==> config.mk <==
export PLATFORM = sky130hd
export DESIGN_NAME = interrupt_unit
export DESIGN_NICKNAME = d
export VERILOG_FILES = /design/src/rtl/interrupt_unit.sv
export SDC_FILE = /design/constraint.sdc
export NUM_CORES = 1
export LEC_CHECK = 0
export CAP_MARGIN = 20
export CORE_MARGIN = 1
export CORE_UTILIZATION = 52
export DETAILED_ROUTE_END_ITERATION = 10
export HOLD_SLACK_MARGIN = 0.05
export PLACE_DENSITY = 0.82
export SLEW_MARGIN = 10
export SYNTH_ARGS = -nofsm -noshare
export SYNTH_HDL_FRONTEND = slang
export SYNTH_SLANG_ARGS = --single-unit
==> constraint.sdc <==
create_clock -name clk -period 4.7 [get_ports clk]
set_input_delay 0.705 -clock clk [delete_from_list [all_inputs] [get_ports clk]]
set_output_delay 0.705 -clock clk [all_outputs]
set_load 0.01 [all_outputs]
==> src/rtl/interrupt_unit.sv <==
// interrupt_unit: four maskable edge-triggered interrupt sources plus one
// non-maskable source, fronting a CPU controller through a request/ack FSM.
//
// Ports
//   clk           in   sole clock, rising edge
//   rst_n         in   synchronous active-low reset
//   irq[3:0]      in   maskable request levels; rising edge requests, bit 0 highest
//   nmiIn         in   non-maskable request; rising edge requests
//   maskWrite     in   load maskData into the mask register
//   maskData[3:0] in   new enable mask, 1 = enabled
//   isInterrupted in   controller acknowledge
//   INA           in   ack type: 1 = maskable taken, 0 = NMI taken
//   iret          in   return-from-handler pulse
//   INT           out  maskable request (level until acknowledged)
//   NMI           out  non-maskable request (level until acknowledged)
//   INTD          out  maskable interrupts disabled (handler active)
//   cause[2:0]    out  last taken source: 0-3 irq index, 4 NMI
//   pending[3:0]  out  maskable pending bits
//
// Build option: define IRQ_SYNC_EN to put a two-flop synchroniser on irq and
// nmiIn ahead of edge detection (edge-to-request latency 3 cycles instead of 1).
module interrupt_unit (
    input  logic       clk,
    input  logic       rst_n,
    input  logic [3:0] irq,
    input  logic       nmiIn,
    input  logic       maskWrite,
    input  logic [3:0] maskData,
    input  logic       isInterrupted,
    input  logic       INA,
    input  logic       iret,
    output logic       INT,
    output logic       NMI,
    output logic       INTD,
    output logic [2:0] cause,
    output logic [3:0] pending
);

    typedef enum logic [2:0] {StIdle, StIntReq, StNmiReq, StInInt, StInNmi} state_e;

    state_e     r_state, w_state_d;
    logic [3:0] r_mask, r_pending, r_irq_prev;
    logic       r_nmi_pend, r_nmi_prev, r_nested, w_nested_d;
    logic [2:0] r_cause, w_cause_d;

    logic [3:0] w_irq, w_irq_rise, w_pend_clr, w_pend_d, w_mask_keep, w_top_onehot;
    logic       w_nmi, w_nmi_rise, w_nmi_pend_d, w_ack_int, w_ack_nmi;
    logic [1:0] w_top_idx;

`ifdef IRQ_SYNC_EN
    logic [3:0] r_irq_s1, r_irq_s2;
    logic       r_nmi_s1, r_nmi_s2;

    always_ff @(posedge clk) begin
        if (!rst_n) begin
            r_irq_s1 <= 4'b0000;
            r_irq_s2 <= 4'b0000;
            r_nmi_s1 <= 1'b0;
            r_nmi_s2 <= 1'b0;
        end else begin
            r_irq_s1 <= irq;
            r_irq_s2 <= r_irq_s1;
            r_nmi_s1 <= nmiIn;
            r_nmi_s2 <= r_nmi_s1;
        end
    end

    assign w_irq = r_irq_s2;
    assign w_nmi = r_nmi_s2;
`else
    assign w_irq = irq;
    assign w_nmi = nmiIn;
`endif

    assign w_irq_rise = w_irq & ~r_irq_prev;
    assign w_nmi_rise = w_nmi & ~r_nmi_prev;

    // Lowest set index wins.
    always_comb begin
        w_top_idx = 2'd0;
        if (r_pending[0])      w_top_idx = 2'd0;
        else if (r_pending[1]) w_top_idx = 2'd1;
        else if (r_pending[2]) w_top_idx = 2'd2;
        else if (r_pending[3]) w_top_idx = 2'd3;
    end
    assign w_top_onehot = 4'b0001 << w_top_idx;

    // An ack only counts when its type matches a live request.
    assign w_ack_int = isInterrupted & INA & (r_state == StIntReq) & (|r_pending);
    assign w_ack_nmi = isInterrupted & ~INA & r_nmi_pend
                     & ((r_state == StIntReq) | (r_state == StNmiReq));

    // Ack clears first, then new edges set (gated by the pre-write mask), then a
    // mask write drops any bit it disables.
    assign w_pend_clr   = w_ack_int ? w_top_onehot : 4'b0000;
    assign w_mask_keep  = maskWrite ? maskData : 4'b1111;
    assign w_pend_d     = ((r_pending & ~w_pend_clr) | (w_irq_rise & r_mask)) & w_mask_keep;
    assign w_nmi_pend_d = (r_nmi_pend & ~w_ack_nmi) | w_nmi_rise;

    always_comb begin
        w_state_d  = r_state;
        w_nested_d = r_nested;
        w_cause_d  = r_cause;
        unique case (r_state)
            // Looks at next-state pending so a registered edge raises the request
            // on the same clock.
            StIdle: begin
                if (w_nmi_pend_d)     w_state_d = StNmiReq;
                else if (|w_pend_d)   w_state_d = StIntReq;
            end
            StIntReq: begin
                if (w_ack_int) begin
                    w_state_d = StInInt;
                    w_cause_d = {1'b0, w_top_idx};
                end else if (w_ack_nmi) begin
                    w_state_d = StInNmi;
                    w_cause_d = 3'd4;
                end else if (w_pend_d == 4'b0000) begin
                    w_state_d = StIdle;
                end
            end
            StNmiReq: begin
                if (w_ack_nmi) begin
                    w_state_d = StInNmi;
                    w_cause_d = 3'd4;
                end
            end
            // iret wins over a pending NMI: the handler has finished, and the NMI
            // is then raised un-nested from IDLE.
            StInInt: begin
                if (iret) begin
                    w_state_d = StIdle;
                end else if (r_nmi_pend) begin
                    w_state_d  = StNmiReq;
                    w_nested_d = 1'b1;
                end
            end
            StInNmi: begin
                if (iret) begin
                    if (r_nested) begin
                        w_state_d  = StInInt;
                        w_nested_d = 1'b0;
                    end else begin
                        w_state_d = StIdle;
                    end
                end
            end
            default: w_state_d = StIdle;
        endcase
    end

    always_ff @(posedge clk) begin
        if (!rst_n) begin
            r_state    <= StIdle;
            r_mask     <= 4'b0000;
            r_pending  <= 4'b0000;
            r_irq_prev <= 4'b0000;
            r_nmi_pend <= 1'b0;
            r_nmi_prev <= 1'b0;
            r_nested   <= 1'b0;
            r_cause    <= 3'd0;
        end else begin
            r_state    <= w_state_d;
            r_mask     <= maskWrite ? maskData : r_mask;
            r_pending  <= w_pend_d;
            r_irq_prev <= w_irq;
            r_nmi_pend <= w_nmi_pend_d;
            r_nmi_prev <= w_nmi;
            r_nested   <= w_nested_d;
            r_cause    <= w_cause_d;
        end
    end

    // Outputs are forced low while rst_n is held, not just after the reset edge.
    assign INT     = rst_n & (r_state == StIntReq);
    assign NMI     = rst_n & r_nmi_pend & (r_state != StInNmi);
    assign INTD    = rst_n & ((r_state == StInInt) | (r_state == StInNmi)
                            | ((r_state == StNmiReq) & r_nested));
    assign cause   = rst_n ? r_cause : 3'd0;
    assign pending = rst_n ? r_pending : 4'b0000;

endmodule
Word-level counts from Yosys, hierarchy flattened

Index checks and enable logic that the tools add are counted.
W data, S select, Z words.

Bits in latches: 0
RAM bits: 0
Bits in read-only memories: 0
Memories: 0
Input bits: 15
Output and inout port bits: 10
Bits in registers: 21

Div/mod/pow operators: 0
Bitwise operators: 27
Shifts and indexed selects: 1
Equal/unequal tests: 12
Multiply operators: 0
Add/subtract/negate cells: 0
Mux-type cells: 26
Order comparisons: 0
Reduce and logical (&&, ||, !) cells: 8

Operators with widths:

| operator              | number |
|---|---|
| $mux W3               | 12 |
| $and A4 B4 Y4         | 4 |
| $pmux W3 S5           | 1 |
| $and A1 B1 Y1         | 13 |
| $mux W4               | 3 |
| $mux W2               | 5 |
| $ne A3 B3 Y1 const B  | 3 |
| $ne A2 B2 Y1 const B  | 4 |
| $not A4 Y4            | 2 |
| $reduce_or A4 Y1      | 2 |
| $eq A3 B2 Y1 const B  | 2 |
| $pmux W3 S2           | 1 |
| $reduce_and A5 Y1     | 1 |
| $logic_not A4 Y1      | 1 |
| $ne A4 B3 Y1 const B  | 1 |
| $or A1 B1 Y1          | 4 |
| $or A4 B4 Y4          | 1 |
| $reduce_and A4 Y1     | 1 |
| $reduce_bool A2 Y1    | 2 |
| $shl A1 B2 Y4 const A | 1 |
| $eq A3 B1 Y1 const B  | 1 |
| $eq A3 B3 Y1 const B  | 1 |
| $logic_not A3 Y1      | 1 |
| $mux W1               | 3 |
| 2 further kinds       | 4 |

Depth between registers and ports, before layout

Gate-level depths: netlist (run 1).

Word-level depth: 15
Mapped depth: 8
Gate-level depth less buffers: 7

Least setup slack after synthesis (run 1)

No wires, ideal clock.

Path type: input to register
From: in maskWrite
To: reg r_state[1]
Library setup time: 0.118 ns
Stages on the path: 8
Slack: 2.718 ns
Data required time: 4.582 ns
Buffers on the path: 1
Arrival time: 1.865 ns
Path through: buf_4 -> nor2b_1 -> nor2_1 -> a211oi_1 -> nand4_2 -> a21boi_2 -> nand4_1 -> o2111a_1

Word-level cells in the longest chain between the ends: 5
Elaborated cells on any way between the ends: 7

RTL lines:

| item                                                          | line     | RTL |
|---|---|---|
| from (decl)                                                   | 27       | `input logic maskWrite,` |
| $mux W4 (*)                                                   | 96       | `assign w_mask_keep = maskWrite ? maskData : 4'b1111;` |
| $and A4 B4 Y4 (*)                                             | 97       | `assign w_pend_d = ((r_pending & ~w_pend_clr) \| (w_irq_rise & r_mask)) & w_mask_keep;` |
| $logic_not A4 Y1 / $reduce_or A4 Y1 (equally long branches)   | 118, 109 |  |
| $ne A4 B3 Y1 (no line) / $ne A3 B3 Y1 (equally long branches) | -        |  |
| $reduce_and A5 Y1 (no line) (*)                               | -        |  |
| to (signal assigned)                                          | 154      | `r_state <= StIdle;` |
| to (signal assigned)                                          | 163      | `r_state <= w_state_d;` |
| to (decl)                                                     | 41       | `state_e r_state, w_state_d;` |

Every way passes the cells marked *; elsewhere a longest branch is shown, timed or not.
A chain may end at the register's enable or synchronous reset.

Final worst setup path (run 1)

From: in rst_n
To: out INTD

Word-level cells in the longest chain between the ends: 1

RTL lines:

| item          | line | RTL |
|---|---|---|
| from (decl)   | 24   | `input logic rst_n,` |
| $and A1 B1 Y1 | 177  | `assign INTD = rst_n & ((r_state == StInInt) \| (r_state == StInNmi)` |
| to (decl)     | 34   | `output logic INTD,` |

No other way between the ends.

==> results of run 1 <==
## logic make-up (layout without fill, tap and decap cells)
| logic type | Yosys count | count (layout) | synth area share [%] |
|---|---|---|---|
| buffers and inverters | 11 | 36 | 4.14 |
| DFF | 21 | 21 | 38.6 |
| muxes | 4 | 4 | 3.68 |
| xor gates and xnor gates | 1 | 1 | 0.805 |
| and+or+nand+nor | 63 | 63 | 32.4 |
| AOI/OAI and AO/OA | 34 | 34 | 20.3 |
## metal layers
metal / vias up / track usage [%] / routed length [microns]
met4: 0 / 5.56 / 23
met2: 33 / 33.0 / 1100
met1: 467 / 32.2 / 1080
met5: - / 0 / 0
met3: 4 / 4.91 / 137
li1: 522 / - / -
## layout by cell type, fill, tap and decap left out, types with 2 or more instances in the layout
cell	n
dfxtp_1	21
nor2_1	23
a211oi_1	5
clkbuf_4	3
o21ai_0	7
inv_1	8
and2_1	7
nor3_1	3
clkdlybuf4s50_1	24
nor2b_1	6
nand2_1	9
o21ai_1	2
a31oi_1	4
a21oi_1	8
mux2i_1	4
nand3b_1	4
## power by group through the flow
stage | combinational (mW) | clock [mW] | sequential [mW]
after floorplan | 0.105 | 0 | 0.213
after global placement | 0.137 | 0 | 0.218
after detailed placement | 0.141 | 0 | 0.220
after CTS | 0.142 | 0.0897 | 0.216
after global routing | 0.155 | 0.0973 | 0.220
final | 0.142 | 0.0864 | 0.216
## layout make-up
cell class,count,share of cell area [%]
Multi-Input combinational cell,102,45.4
Sequential cell,21,30.6
Clock buffer,4,1.91
Timing Repair Buffer,24,17.5
Tap cell,27,2.46
Inverter,8,2.19
## critical path: stages
cell	delay, ns
clkdlybuf4s50_1	0.78
inv_1	0.35
a21oi_1	0.22
clkdlybuf4s50_1	0.57
## per-stage QoR
step	utilization [%]	setup slack (ns)	power [mW]	instances
6_report	70.0	1.37	0.444	186
5_1_grt	70.0	1.21	0.473	186
4_1_cts	70.0	1.33	0.448	186
3_5_place_dp	68.7	1.33	0.361	182
3_3_place_gp	68.7	1.38	0.356	182
2_1_floorplan	-	2.72	0.318	134
## final timing paths
check                                              from                      end  cells past startpoint
worst min-delay path            r_cause[0]$_SDFFE_PN0N_  r_cause[0]$_SDFFE_PN0N_                      2
worst max register to register  r_state[0]$_SDFFE_PN0P_  r_state[1]$_SDFFE_PN0P_                      7
worst max-delay path                              rst_n                     INTD                      4
worst min register to register  r_cause[0]$_SDFFE_PN0N_  r_cause[0]$_SDFFE_PN0N_                      2
## state kept, by name (all words and copies together), names as in the netlist
signal and cells:
r_irq_prev 4, r_mask 4, r_pending 4, r_cause 3
r_state 3, r_nested 1, r_nmi_pend 1, r_nmi_prev 1
==> results.ini, run 1 <==
[cts]
postCtsHoldBufs = 0
cts.sinks = 21
clkTransAtPathRegs_ns = 0.12
post-cts-setup-buffers = 0
numCtsBuffers = 3
cts_resized = 0
cts_max_level = 1
cts_tree = done
cts_root_buf = clkbuf_4
clk_path_buf_depth = 2
clk_latency_ns = 0.30

[power_and_ir_drop]
powerDensity_mw_per_mm2 = 323
power_frac_clock_pct = 19.5
p_seq_share_pct = 48.6
p_int_uw = 299
pwr-share-comb_pct = 31.9
ir_worst_vdd_mv = 0.246
p_leak_nw = 0.530
p_sw_share_pct = 32.6
power.net_switching_uw = 145

[global_routing]
grt_pass1_vias = 815
grt_pass1_wl_mm = 3.51
grt.total_usage_pct = 22.1
grt_max_degree = 17
overflow = 0
antenna_found_initial = 0

[finish]
seq_area_sq_um = 420
diodes = 0
nFillCells = 184
areaGrowthSynthToFinish_pct = 26.2
fin_area_sq_mm = 0.00137
multiInputGateArea_sq_um = 623
drive_above_1_share_pct = 8.18
finalNetCount = 175

[routing]
drt_iter0_markers = 25
drt.antenna.violating_nets = 0
vias_per_cell = 5.52
drc_errors = 0
vias = 1026
wl_per_cell_microns = 12.6
drt-total-wl_mm = 2.34
drtPass1Iterations = 4

[worst_setup_path]
rrSetupSlack_ns = 2.88
crit_required_ns = 3.99
critPathLaunchType = input port
critPathKind = input port to output port
endpoint_kind = output port
crit_fanout = 16
arrival_ns = 2.63

[sta]
slew_headroom_pct = 61.0
layout_min_cycle_time_ns = 3.33
tightest_slew_ns = 0.581
tns_ns = 0
hold_viol_final = 0
setup-violations-final = 0
fmax_ghz = 0.300
finalCritPeriodShare_pct = 70.9
skew_ns = 0.00636
fin_hold_ws_ns = 0.484
slew_viol_final = 0
rsz0062_at_grt = no

[floorplanning]
io_pins = 25
placementRows = 16
core-area_sq_mm = 0.00196
fp.dieArea_sq_mm = 0.00228
die_w_microns = 47.8
dieHeight_microns = 47.8
initial_utilization_pct = 55.5

[synthesis]
yosys-top-cells-count = 23 x nor2_1, 21 x dfxtp_1, 9 x nand2_1, 8 x a21oi_1, 8 x inv_1
yosysMostFrequentCell = nor2_1
ys_seq_elements = 21
async_reset_ff_share_pct = 0
syn-num-nets = 149
yosys_warnings = 0
synth_edf_count = 0
synthFlopType = dfxtp_1
synth_cell_types = 36
ys_seq_area_share_pct = 38.6
syn_inst = 134
syn-cell-area_sq_mm = 0.00109
yosysTopAreaCell = dfxtp_1
yosysTopAreaCellShare_pct = 38.6
synth_area_leaders = dfxtp_1 39%, nor2_1 7.9%, and2_1 4.0%
avgSynthCellArea_sq_um = 8.12

[placement]
placed_cell_area_sq_mm = 0.00135
hpwl_mm = 1.75
gp_congestion = 0.816
numPortBuffers = 24

[status]
outcome = complete, no violations

[job]
cap_violations = 0

[min_path]
hold_class = flip-flop to flip-flop

(Power assumes the default switching activity.)
==> run 2: changes to the inputs <==
--- a/config.mk
+++ b/config.mk
@@ -7,10 +7,10 @@
 export LEC_CHECK = 0
 export CAP_MARGIN = 20
 export CORE_MARGIN = 1
-export CORE_UTILIZATION = 52
+export CORE_UTILIZATION = 44
 export DETAILED_ROUTE_END_ITERATION = 10
 export HOLD_SLACK_MARGIN = 0.05
-export PLACE_DENSITY = 0.82
+export PLACE_DENSITY = 0.74
 export SLEW_MARGIN = 10
 export SYNTH_ARGS = -nofsm -noshare
 export SYNTH_HDL_FRONTEND = slang
==> constraint.sdc (replaced) <==
create_clock -name clk -period 2.9 [get_ports clk]
set_input_delay 0.435 -clock clk [delete_from_list [all_inputs] [get_ports clk]]
set_output_delay 0.435 -clock clk [all_outputs]
set_load 0.01 [all_outputs]
==> results.ini, run 2 (synthesis results as in run 1) <==
[sta]
hold_viol_final = 0  ; unchanged
slew_viol_final = 0  ; unchanged
slew_headroom_pct = 56.4  ; -4.6 points
setup-violations-final = 0  ; unchanged
rsz0062_at_grt = no
layout_min_cycle_time_ns = 2.41
fin_hold_ws_ns = 0.490  ; +0.00553 ns
tns_ns = 0  ; unchanged
skew_ns = 0.00131  ; -0.00505 ns
tightest_slew_ns = 0.649  ; +0.0684 ns
finalCritPeriodShare_pct = 83.2
fmax_ghz = 0.415

[finish]
finalNetCount = 176  ; +0.57%
reg_top3 = r_irq_prev (4), r_mask (4), r_pending (4)
final_common_cell = clkdlybuf4s50_1
seq_area_sq_um = 420  ; unchanged
final_cell_mix = 24 x clkdlybuf4s50_1, 23 x nor2_1, 21 x dfxtp_1
diodes = 0  ; unchanged
nFillCells = 207  ; +13%
fin_area_sq_mm = 0.00138  ; +0.73%
areaGrowthSynthToFinish_pct = 27.1
final_cells = 188  ; +1.1%
drive_above_1_share_pct = 9.38  ; +1.2 points
utilization_pct = 60.8  ; -9.2 points
multiInputGateArea_sq_um = 623  ; unchanged

[floorplanning]
dieHeight_microns = 51.7  ; +8.3%
die_w_microns = 51.7  ; +8.3%
fp.dieArea_sq_mm = 0.00268  ; +17%
placementRows = 17  ; +1
io_pins = 25  ; unchanged
initial_utilization_pct = 47.8  ; -7.7 points
core-area_sq_mm = 0.00228  ; +16%

[cts]
cts_max_level = 1  ; unchanged
numCtsBuffers = 3  ; unchanged
cts_root_buf = clkbuf_4
clk_path_buf_depth = 2  ; unchanged
cts_resized = 0  ; unchanged
clk_latency_ns = 0.30  ; about the same
clkTransAtPathRegs_ns = 0.12  ; about the same
post-cts-setup-buffers = 0  ; unchanged
postCtsHoldBufs = 0  ; unchanged
cts_tree = done
cts.sinks = 21  ; unchanged

[min_path]
whs_path_depth = 2  ; unchanged
worstHoldEndpoint = r_cause[1]$_SDFFE_PN0N_
hold_start = r_cause[1]$_SDFFE_PN0N_
hold_class = flip-flop to flip-flop

[global_routing]
antenna_found_initial = 0  ; unchanged
grt_pass1_vias = 880  ; +8.0%
overflow = 0  ; unchanged
grt_max_degree = 16  ; -1
grt.total_usage_pct = 20.6  ; -1.5 points
grt_pass1_wl_mm = 3.99  ; +14%

[worst_setup_path]
max_stage_delay_ns = 0.55  ; -0.23 ns
crit_required_ns = 2.47  ; -1.52 ns
worst-r2r-cell-count = 7  ; unchanged
arrival_ns = 1.98  ; -0.65 ns
critPathBufInv = 1  ; -2
crit_fanout = 7  ; -9
critPathLaunchType = flip-flop
cp_top_family = buffers and inverters
slowest_stage = clkdlybuf4s50_1
critPathKind = flip-flop to output port
endpoint_kind = output port
rrSetupSlack_ns = 1.10  ; -1.78 ns
r2r_start = r_state[0]$_SDFFE_PN0P_
critical_path.cell_chain = nor2b_1, o21ai_0, a21oi_1, clkdlybuf4s50_1
rr_endpoint = r_state[1]$_SDFFE_PN0P_

[routing]
drt-total-wl_mm = 2.38  ; +1.6%
vias = 1023  ; -0.29%
drtPass1Iterations = 4  ; unchanged
drt.antenna.violating_nets = 0  ; unchanged
drc_errors = 0  ; unchanged
vias_per_cell = 5.44  ; -1.4%
drt_iter0_markers = 28  ; +12%
wl_per_cell_microns = 12.6  ; +0.50%

[placement]
placed_cell_area_sq_mm = 0.00136  ; +0.65%
hpwl_mm = 1.78  ; +1.9%
numPortBuffers = 24  ; unchanged
gp_congestion = 0.851  ; +4.3%
place_inst = 184  ; +1.1%

[power_and_ir_drop]
ir_worst_vdd_mv = 0.467  ; +90%
powerDensity_mw_per_mm2 = 524  ; +62%
p_leak_nw = 0.537  ; +1.4%

[status]
outcome = complete, no violations

[job]
cap_violations = 0  ; unchanged

-- run 2: cell types whose count changed in the layout (fill, tap and decap cells not counted), sizes merged --
cell / delta
clkbuf: -1
buf: +1
clkinv: +1
-- run 2: power breakdown --
part	internal (mW)	total [mW]	switching, mW
sequential	0.313	0.350	0.0370
clock	0.0515	0.142	0.0907
combinational	0.119	0.232	0.113
total	0.484	0.725	0.241
-- run 2: layout make-up --
type	instances	share of cell area [%]
Clock buffer	3	1.63
Clock inverter	1	0.362
Inverter	8	2.17
Multi-Input combinational cell	102	45.0
Sequential cell	21	30.4
Tap cell	28	2.53
Timing Repair Buffer	25	17.9
-- run 2: how the worst max path moves through the flow --
stage / start / to / slack [ns] / cells past startpoint
2_1_floorplan: maskWrite / r_state[1]$_SDFFE_PN0P_ / 1.19 / 8
3_3_place_gp: maskWrite / r_state[1]$_SDFFE_PN0P_ / 0.56 / 8
3_5_place_dp: maskWrite / r_state[1]$_SDFFE_PN0P_ / 0.46 / 8
4_1_cts: r_state[1]$_SDFFE_PN0P_ / INTD / 0.50 / 4
5_1_grt: r_state[1]$_SDFFE_PN0P_ / INTD / 0.36 / 4
6_report: r_state[1]$_SDFFE_PN0P_ / INTD / 0.49 / 4
-- run 2: through the flow --
stage,setup slack [ns],power (mW)
2_1_floorplan,1.19,0.516
3_3_place_gp,0.556,0.576
3_5_place_dp,0.463,0.587
4_1_cts,0.501,0.728
5_1_grt,0.356,0.774
6_report,0.488,0.725
-- run 2: tightest hold or removal path, stage by stage (launching register included) --
cell	delay [ns]
dfxtp_1	0.32
nand2_1	0.07
a211oi_1	0.06
-- run 2: routing by layer --
layer | up-vias | part of all wire [%] | track usage, % | wire [microns]
li1 | 524 | - | - | -
met1 | 471 | 48 | 27.6 | 1130
met2 | 26 | 46 | 32.5 | 1100
met3 | 2 | 5.2 | 6.14 | 124
met4 | 0 | 0.59 | 4.05 | 14
met5 | - | 0 | 0 | 0
